<file path="src/rtl/wave_buffer_scheduler.sv">
// Double-buffer swap controller for the waveform sample RAM: arms capture into one half
// while the display reads the other, and swaps halves during blanking on selected vsync edges.
module wave_buffer_scheduler #(
  parameter int DIV_W = 4
) (
  input  logic             clk,
  input  logic             reset,
  input  logic             vsync,
  input  logic             wave_display_idle,
  input  logic             capture_done,
  input  logic             freeze,
  input  logic [DIV_W-1:0] frame_div,
  output logic             capture_arm,
  output logic             read_index,
  output logic             write_half,
  output logic             swap,
  output logic [7:0]       missed
);

  // Handshake: capture_done is a one-cycle pulse that is only honoured while capture_arm
  // is high; a falling capture_arm without capture_done means the capture was aborted.

  localparam logic [1:0] ST_IDLE  = 2'd0;
  localparam logic [1:0] ST_ARMED = 2'd1;
  localparam logic [1:0] ST_READY = 2'd2;
  localparam logic [1:0] ST_SWAP  = 2'd3;

  localparam logic [DIV_W-1:0] DIV_ONE = {{(DIV_W-1){1'b0}}, 1'b1};

  logic [1:0]       state;
  logic [1:0]       state_nxt;
  logic             vs_d;
  logic             pending;
  logic [DIV_W-1:0] div_cnt;
  logic             rise;
  logic             elig;
  logic             go;

  assign rise = vsync & ~vs_d;
  assign elig = rise & (div_cnt == frame_div);
  assign go   = (state == ST_READY) & ~freeze & wave_display_idle & (pending | elig);

  always_comb begin
    state_nxt = state;
    case (state)
      ST_IDLE:  if (!freeze) state_nxt = ST_ARMED;
      ST_ARMED: if (capture_done) state_nxt = ST_READY;
      ST_READY: if (go) state_nxt = ST_SWAP;
      ST_SWAP:  state_nxt = freeze ? ST_IDLE : ST_ARMED;
      default:  state_nxt = ST_IDLE;
    endcase
  end

  // vs_d resets high so a vsync already high at reset release is not seen as an edge.
  always_ff @(posedge clk or posedge reset) begin
    if (reset) begin
      state       <= ST_IDLE;
      vs_d        <= 1'b1;
      div_cnt     <= '0;
      pending     <= 1'b0;
      missed      <= 8'd0;
      capture_arm <= 1'b0;
      swap        <= 1'b0;
      read_index  <= 1'b0;
      write_half  <= 1'b1;
    end else begin
      state       <= state_nxt;
      vs_d        <= vsync;
      capture_arm <= (state_nxt == ST_ARMED);
      swap        <= (state_nxt == ST_SWAP);

      // A divider setting lowered below the count wraps on the next edge without eligibility.
      if (rise) div_cnt <= (div_cnt >= frame_div) ? '0 : div_cnt + DIV_ONE;

      // Pending limits a late swap to the frame opened by the eligible edge.
      if (go)        pending <= 1'b0;
      else if (elig) pending <= 1'b1;
      else if (rise) pending <= 1'b0;

      if (elig && (state == ST_ARMED) && !capture_done && (missed != 8'hFF))
        missed <= missed + 8'd1;

      if (go) begin
        read_index <= ~read_index;
        write_half <= read_index;
      end
    end
  end

endmodule

</file>
<file path="config.mk">
export PLATFORM = sky130hd
export DESIGN_NAME = wave_buffer_scheduler
export DESIGN_NICKNAME = d
export VERILOG_FILES = /design/src/rtl/wave_buffer_scheduler.sv
export SDC_FILE = /design/constraint.sdc
export NUM_CORES = 1
export LEC_CHECK = 0
export CORE_MARGIN = 4
export CORE_UTILIZATION = 38
export DETAILED_ROUTE_END_ITERATION = 10
export PLACE_DENSITY = 0.68
export SYNTH_ARGS = -nofsm -noshare
export SYNTH_HDL_FRONTEND = slang
export SYNTH_SLANG_ARGS = --single-unit
</file>
<file path="constraint.sdc">
create_clock -name clk -period 4.3 [get_ports clk]
set_input_delay 0.645 -clock clk [delete_from_list [all_inputs] [get_ports clk]]
set_output_delay 0.645 -clock clk [all_outputs]
set_load 0.03 [all_outputs]
</file>
Word level (Yosys, flattened, before mapping)
Cells that the tools add are included.

Bits in registers: 20. Bits in latches: 0. RAM bits: 0. Bits in read-only memories: 0. Input port bits: 10. Output and inout port bits: 12. Logic and storage cells: 43. Memories kept: 0.

Add/sub/neg operators: 2. Multipliers: 0. Div/mod/pow operators: 0. Order comparisons: 1. Equality and inequality tests: 7. Shift-type cells: 0. Muxes and demuxes: 9. Bitwise operators: 9. Reductions and logical operators: 6.

Operators with widths (count): 8-bit by 1-bit adder with 8-bit output, second input constant (1); 8-bit inequality test, second input constant (1); 2-bit one-hot mux with 4 select lines (1); 2-bit equality test, second input constant (3); 2-bit 2-to-1 mux (3); 1-bit bitwise AND (5); 4-bit by 1-bit adder with 4-bit output, second input constant (1); 2-bit by 1-bit equality test with 1-bit output, second input constant (2); 4-bit equality test (1); 4-bit greater-or-equal comparator (1); 1-bit 2-to-1 mux (4); 4-bit 2-to-1 mux (1); 1-bit logical AND (3); 1-bit inverter (3); 3-bit nonzero test (1); 2-bit zero test (1); 1-bit zero test (1); 1-bit OR (1).

Depth between registers and ports, before layout
Gate-level depths: netlist of the first run.

Depth after elaboration: 8. Depth in mapped cells: 7. Depth with buffers taken out: 7.

Worst setup path before layout of the first run
No wires, ideal clock.

Kind: input to register. From: input port frame_div[3]. To: register missed[7]. Setup time: 0.125 ns. Data arrival time: 2.202 ns. Required time: 4.175 ns. Path slack: 1.973 ns. Cell stages on the path: 7. Buffers on the path: 0. Cells stage by stage: inv_1 -> ha_1 -> and4_1 -> nand2_2 -> or3_4 -> nor4_2 -> mux2_2.

Word-level cells in the longest chain between the ends: 5.

RTL lines: start: declaration (RTL line 12) `input logic [DIV_W-1:0] frame_div,`; 4-bit equality test (RTL line 40) `assign elig = rise & (div_cnt == frame_div);`; 1-bit bitwise AND (RTL line 40); 1-bit logical AND (3 in series) (RTL line 80) `if (elig && (state == ST_ARMED) && !capture_done && (missed != 8'hFF))`; end signal: assignment (RTL line 81) `missed <= missed + 8'd1;`; end: declaration (RTL line 17) `output logic [7:0] missed`.

Every way passes these cells. A chain may end at the register's enable or synchronous reset.

Worst setup path in the final report of the first run
From: input port frame_div[1]. To: register missed[7].

The elaborated chain is that of the path after synthesis.

==> results of run 1 <==
==> cells in the mapped netlist, types with 2 or more instances <==
cell type	number
inv_1	9
ha_1	6
a21oi_1	4
or3_1	2
a21o_1	2
nand2_1	9
nand4_1	3
or2_2	2
xnor2_1	2
nor3_1	2
o31ai_1	2
o21ai_0	6
dfrtp_1	18
nand3_1	3
mux2_2	4
xor2_1	3
nor4_1	2
dfstp_2	2
nand2b_1	2
==> layer usage <==
metal	share of wire, %	global-route usage (%)
met1	46	17.0
met2	48	18.6
met3	5.5	3.92
met4	0.94	4.85
met5	0	0
==> power by group <==
part | switching [mW] | internal [mW] | total [mW]
clock network | 0.0544 | 0.0516 | 0.106
registers | 0.0381 | 0.226 | 0.265
logic | 0.0806 | 0.0782 | 0.159
total | 0.173 | 0.356 | 0.529
==> registers in the layout, summed over array words and instances (netlist names) <==
register     flops
missed           8
div_cnt          4
state            2
capture_arm      1
pending          1
read_index       1
swap             1
vs_d             1
write_half       1
==> logic make-up (layout without fill, tap and decap cells) <==
logic type | count (synthesis) | after routing | synth area share (%)
flops | 20 | 20 | 50.0
mux | 5 | 5 | 5.47
compound gates | 15 | 15 | 8.71
simple gates | 34 | 34 | 20.6
buf+inv | 9 | 34 | 3.36
xor+xnor | 5 | 5 | 4.35
fa+ha+maj | 6 | 6 | 7.46
==> cells in the final DEF, fill, tap and decap left out, types with 2 or more instances in the layout <==
cell	netlist	routed
clkdlybuf4s50_1	0	21
ha_1	6	6
nand4_1	3	3
a21oi_1	4	4
o21ai_0	6	6
nand3_1	3	3
nand2b_1	2	2
nor4_1	2	2
nand2_1	9	9
nor3_1	2	2
dfrtp_1	18	18
inv_1	9	9
xor2_1	3	3
dfstp_2	2	2
or2_2	2	2
or3_1	2	2
clkbuf_4	0	3
xnor2_1	2	2
a21o_1	2	2
mux2_2	4	4
o31ai_1	2	2
==> cell type report <==
| class | instances | share of cell area [%] |
|---|---|---|
| clock buffer | 4 | 2.81 |
| multi-input combinational | 65 | 36.4 |
| tap | 30 | 2.91 |
| timing repair buffer | 21 | 16.3 |
| inverter | 9 | 2.62 |
| sequential | 20 | 39.0 |
==> critical path: stages <==
cell	delay (ns)
clkdlybuf4s50_1	0.46
inv_1	0.04
ha_1	0.27
and4_1	0.22
nand2_2	0.08
or3_4	0.40
nor4_2	0.29
mux2_2	0.36
==> worst max path at each step <==
stage / slack (ns) / cells past startpoint / startpoint / end
finish: 1.72 / 8 / frame_div[1] / missed[7]
global route: 1.59 / 8 / frame_div[3] / missed[3]
floorplan: 1.97 / 7 / frame_div[3] / missed[7]
CTS: 1.71 / 8 / frame_div[1] / missed[7]
global placement: 1.42 / 8 / frame_div[3] / missed[7]
detailed placement: 1.39 / 8 / frame_div[1] / missed[7]
==> summary.md, run 1 <==
| Metric | Value |
|---|---|
| First-pass GRT wire length | `3310 µm` |
| Die area | `between 0.003 and 0.004 mm²` |
| Max FO, Critical Path | `5` |
| Filler cells | `232` |
| Root Buffer | `clkbuf_4` |
| Post-route ant nets | `0` |
| Pre-antenna DRT Iters | `6` |
| Routed WL | `1800 µm` |
| Hold Path Sink | `missed[4]` |
| Clock latency on the worst-skew pair | `0.29 ns` |
| Share of layout cells above drive strength 1 | `14.3%` |
| Leak pwr | `0.582 nW` |
| Crit path DAT | `2.77 ns` |
| EDFF count, synth | `0` |
| Die width | `59.5 µm` |
| Worst Hold Depth | `1` |
| Peak supply drop | `0.245 mV` |
| Fmax | `387 MHz` |
| R2R cell count | `6` |
| Slew HR | `50.5%` |
| Synth area leaders | `dfrtp_1 (45%), ha_1 (7.5%), dfstp_2 (5.2%), mux2_2 (4.5%), inv_1 (3.4%)` |
| Synth Register Bits | `20` |
| Initial Util | `40.2%` |
| Synthesized instance count | `94` |
| Mapped Nets | `110` |
| # Post-CTS Setup Buffers | `0` |
| Worst R2R Setup Slack | `~2.1 ns` |
| GR Util All Layers | `12.5%` |
| Area leader, netlist | `dfrtp_1` |
| Power after layout | `529 µW` |
| Max-cap violations | `0` |
| Finished Core Util | `approximately half` |
| Worst EP required | `4.49 ns` |
| Hold/Removal Path Class | `reg2reg` |
| Synth async-reset ratio | `100%` |
| Count of different cell masters after synthesis | `30` |
| Crit path kind | `in2reg` |
| Dpl hpwl | `1430 µm` |
| Design Area, Final | `0.00129 mm²` |
| RR Endpoint | `missed[7]` |
| Final worst path period share | `60.0%` |
| Minimum clock period | `2.58 ns` |
| Post-route DRC | `0` |
| Hold_sp | `missed[4]` |
| Critical path capture point type | `flip-flop` |
| Vias per cell | `4.97` |
| Largest net degree at the start of global routing | `21` |
| Post-Place Setup Slack | `1.39 ns` |
| Final clock skew | `about 0.0029 ns` |
| Unrepaired setup endpoints after global routing | `no` |
| # diodes | `0` |
| Main synth FF type | `dfrtp_1` |
| CTS tree | `done` |
| Area Overhead vs Synth | `28.2%` |
| Worst Setup Start Kind | `input port` |
| Yosys top cell area share | `44.8%` |
| Placed Cells | `between 100 and 150` |
| Overall die height | `59.5 µm` |
| Reg2Reg Launch Point | `div_cnt[3]` |
| Worst-margin pin slew | `0.742 ns` |
| Cell Rows | `18` |
| Sequential fraction of the synthesis area | `between 50% and 60%` |
| Run status | `complete, no violations` |
| NumNets Final | `136` |
| Multi-input gate area | `469 µm²` |
| Final Worst Setup Slack | `1.72 ns` |
| Final weighted congestion in routability-driven placement | `about 0.84` |
| Synthesized cell area | `0.00101 mm²` |
| Synth warnings | `0` |
| Input/output buffers | `21` |
| CTS buffer count | `3` |
| IO Count | `22` |
| Core ar. | `0.00250 mm²` |
| Wire per inst | `around 12 µm` |
| Initial antenna violation count | `0` |
| Final setup viols | `0` |
| Htree depth | `1` |
| Setup tns final | `0 ns` |
| CTS Hold Buffers Added | `0` |
| Max clock buf depth | `2` |
| Final std cells w/o fill | `149` |
| WHS | `about 0.5 ns` |
| Fin. Hold Viols | `0` |
| Pins over their slew limit | `0` |
| Number of global-route vias before repair | `between 700 and 800` |
| Clock slew at reported path FFs | `0.11 ns` |
| Placed inst area | `0.00125 mm²` |
| Power Density | `410 mW/mm²` |
| Clock sinks | `20` |
| Vias | `740` |
| Post_cts resized | `0` |
| Detailed Route Iter0 Violations | `29` |
| Grt total ovfl | `0` |
| Syn Area/Cell | `around 11 µm²` |
| Register area | `503 µm²` |
(Power assumes the default switching activity.)
==> run 2: changes to the inputs <==
--- a/config.mk
+++ b/config.mk
@@ -8,7 +8,7 @@
 export CORE_MARGIN = 4
 export CORE_UTILIZATION = 38
 export DETAILED_ROUTE_END_ITERATION = 10
-export PLACE_DENSITY = 0.68
+export PLACE_DENSITY = 0.7
 export SYNTH_ARGS = -nofsm -noshare
 export SYNTH_HDL_FRONTEND = slang
 export SYNTH_SLANG_ARGS = --single-unit
==> constraint.sdc (replaced) <==
create_clock -name clk -period 2.09 [get_ports clk]
set_input_delay 0.3135 -clock clk [delete_from_list [all_inputs] [get_ports clk]]
set_output_delay 0.3135 -clock clk [all_outputs]
set_load 0.03 [all_outputs]
==> run 2 against run 1 <==
Net effect: via count increased by 11%; register-to-register slack got worse by 2.0 ns; non-clock buffer count increased by 13; critical path depth unchanged; setup slack got worse by 1.7 ns; global-route usage increased by 1.0 points; hold slack got worse by 0.23 ns; critical path type unchanged; highest routed layer unchanged.
==> summary.md, run 2 (same netlist as run 1, synthesis figures left out) <==
| Metric | Value |
|---|---|
| Pins over their slew limit | `0 (unchanged)` |
| Worst EP required | `2.29 ns (-2.20 ns)` |
| Area Overhead vs Synth | `43.0%` |
| Register area | `503 µm² (unchanged)` |
| IO Count | `22 (unchanged)` |
| Core ar. | `0.00250 mm² (unchanged)` |
| NumNets Final | `149 (+9.6%)` |
| Root Buffer | `clkbuf_4` |
| Peak supply drop | `0.575 mV (+140%)` |
| Initial Util | `40.2% (unchanged)` |
| Max incr delay on CP | `0.45 ns (about the same)` |
| Hold/Removal Path Class | `in2async` |
| Critical path capture point type | `flip-flop` |
| CTS Hold Buffers Added | `0 (unchanged)` |
| Final std cells w/o fill | `162 (+8.7%)` |
| Max-cap violations | `0 (unchanged)` |
| Worst Setup Start Kind | `input port` |
| Design Area, Final | `0.00144 mm² (+12%)` |
| Biggest register | `missed` |
| Unrepaired setup endpoints after global routing | `yes` |
| Worst-margin pin slew | `0.410 ns (-0.332 ns)` |
| # diodes | `0 (unchanged)` |
| Die area | `0.00353 mm² (unchanged)` |
| Final setup viols | `0 (unchanged)` |
| Leak pwr | `0.660 nW (+13%)` |
| Dpl hpwl | `1570 µm (+9.8%)` |
| Wire per inst | `12.5 µm (+3.0%)` |
| Pre-antenna DRT Iters | `4 (-2)` |
| Most frequent cells in the layout | `clkdlybuf4s50_1 (21), dfrtp_1 (18), buf_4 (12)` |
| Fin. Hold Viols | `0 (unchanged)` |
| Post-Place Setup Slack | `-0.420 ns (-1.81 ns)` |
| Number of global-route vias before repair | `825 (+6.9%)` |
| Post-route ant nets | `0 (unchanged)` |
| Overall die height | `59.5 µm (unchanged)` |
| Clock slew at reported path FFs | `0.11 ns (about the same)` |
| Commonest non-fill, non-tap cell in the layout | `clkdlybuf4s50_1` |
| Share of layout cells above drive strength 1 | `25.0% (+11 points)` |
| Grt total ovfl | `0 (unchanged)` |
| Final weighted congestion in routability-driven placement | `0.731 (-13%)` |
| Largest regs | `missed x8, div_cnt x4, state x2` |
| Crit-path cells | `clkdlybuf4s50_1, inv_1, ha_4, and4_1, nand2_2, or3_4, nor3_2, mux2_2` |
| Final Worst Setup Slack | `0.0386 ns (-1.68 ns)` |
| Slowest stage cell, crit path | `clkdlybuf4s50_1` |
| # Post-CTS Setup Buffers | `0 (unchanged)` |
| Number of flip-flops in the largest register | `8 (unchanged)` |
| Max clock buf depth | `2 (unchanged)` |
| Placed inst area | `0.00135 mm² (+7.8%)` |
| Crit path kind | `in2reg` |
| Fmax | `487 MHz` |
| Detailed Route Iter0 Violations | `6 (-79%)` |
| Crit path DAT | `2.25 ns (-0.52 ns)` |
| Cell Rows | `18 (unchanged)` |
| Max FO, Critical Path | `3 (-2)` |
| Htree depth | `1 (unchanged)` |
| Power Density | `808 mW/mm² (+97%)` |
| CP Buf/Inv Count | `2 (unchanged)` |
| Run status | `complete, no violations` |
| Worst path top cell family by delay | `simple AND/OR/NAND/NOR gates` |
| Power after layout | `1.16 mW (+120%)` |
| Vias | `821 (+11%)` |
| First-pass GRT wire length | `3550 µm (+7.3%)` |
| Vias per cell | `5.07 (+2.0%)` |
| CTS tree | `done` |
| Multi-input gate area | `527 µm² (+12%)` |
| Routed WL | `2020 µm (+12%)` |
| Post-route DRC | `0 (unchanged)` |
| Clock latency on the worst-skew pair | `0.30 ns (about the same)` |
| Clock sinks | `20 (unchanged)` |
| Final worst path period share | `98.2%` |
| GR Util All Layers | `13.5% (+1.0 points)` |
| Initial antenna violation count | `0 (unchanged)` |
| Die width | `59.5 µm (unchanged)` |
| Finished Core Util | `57.6% (+6.0 points)` |
| Final clock skew | `0.00525 ns (+0.00238 ns)` |
| Largest net degree at the start of global routing | `12 (-43%)` |
| Slew HR | `72.6% (+22 points)` |
| Minimum clock period | `2.05 ns` |
| Filler cells | `203 (-13%)` |
| Placed Cells | `158 (+9.0%)` |
| Input/output buffers | `21 (unchanged)` |
| CTS buffer count | `3 (unchanged)` |
-- run 2: cell types whose count changed in the layout (fill, tap and decap cells not counted), moves of 2 or more --
cell	previous run	this run
buf_4	0	12
ha_4	0	2
nor4_4	0	2
ha_1	6	4
-- run 2: path summary, 6_finish.rpt --
kind,start,to,slack [ns],cells after the start
max in group asynchronous,reset,vs_d,1.23,3
min in group clk,missed[4],missed[4],0.52,1
hold reg to reg,missed[4],missed[4],0.52,1
setup reg to reg,div_cnt[0],missed[6],0.11,7
hold / removal,reset,state[0],0.29,2
setup / recovery,frame_div[3],missed[6],0.04,8
-- run 2: stage by stage --
step           hold WS (ns)  TNS [ns]
2_1_floorplan         0.276         0
3_3_place_gp          0.478     -2.37
3_5_place_dp          0.503     -2.66
4_1_cts               0.305         0
5_1_grt               0.311   -0.0209
6_report              0.286         0
-- run 2: timing repair --
item | 4_1_cts | 5_1_grt
pin swaps | 4 | 3
setup endpoints to repair | 3 | 4
resized for setup | 4 | 4
-- run 2: where the power goes --
part,internal [mW],leakage [nW],switching (mW),total (mW)
logic,0.230,0.385,0.203,0.433
registers,0.466,0.259,0.0712,0.537
clock network,0.0745,0.0150,0.118,0.193
total,0.770,0.660,0.392,1.16
-- run 2: layer usage --
metal	global-route usage, %	part of all wire (%)	up-vias
met5	0	0	-
met4	7.77	2.3	0
met3	3.27	4.9	4
met2	20.0	47	21
met1	18.0	46	391
li1	-	-	405
-- run 2: cell type report --
class	instances	share of cell area, %
clock buffers	4	1.83
multi-input cells	65	36.6
repair buffers	34	21.7
flip-flops and latches	20	35.0
well taps	30	2.61
inverters	9	2.35
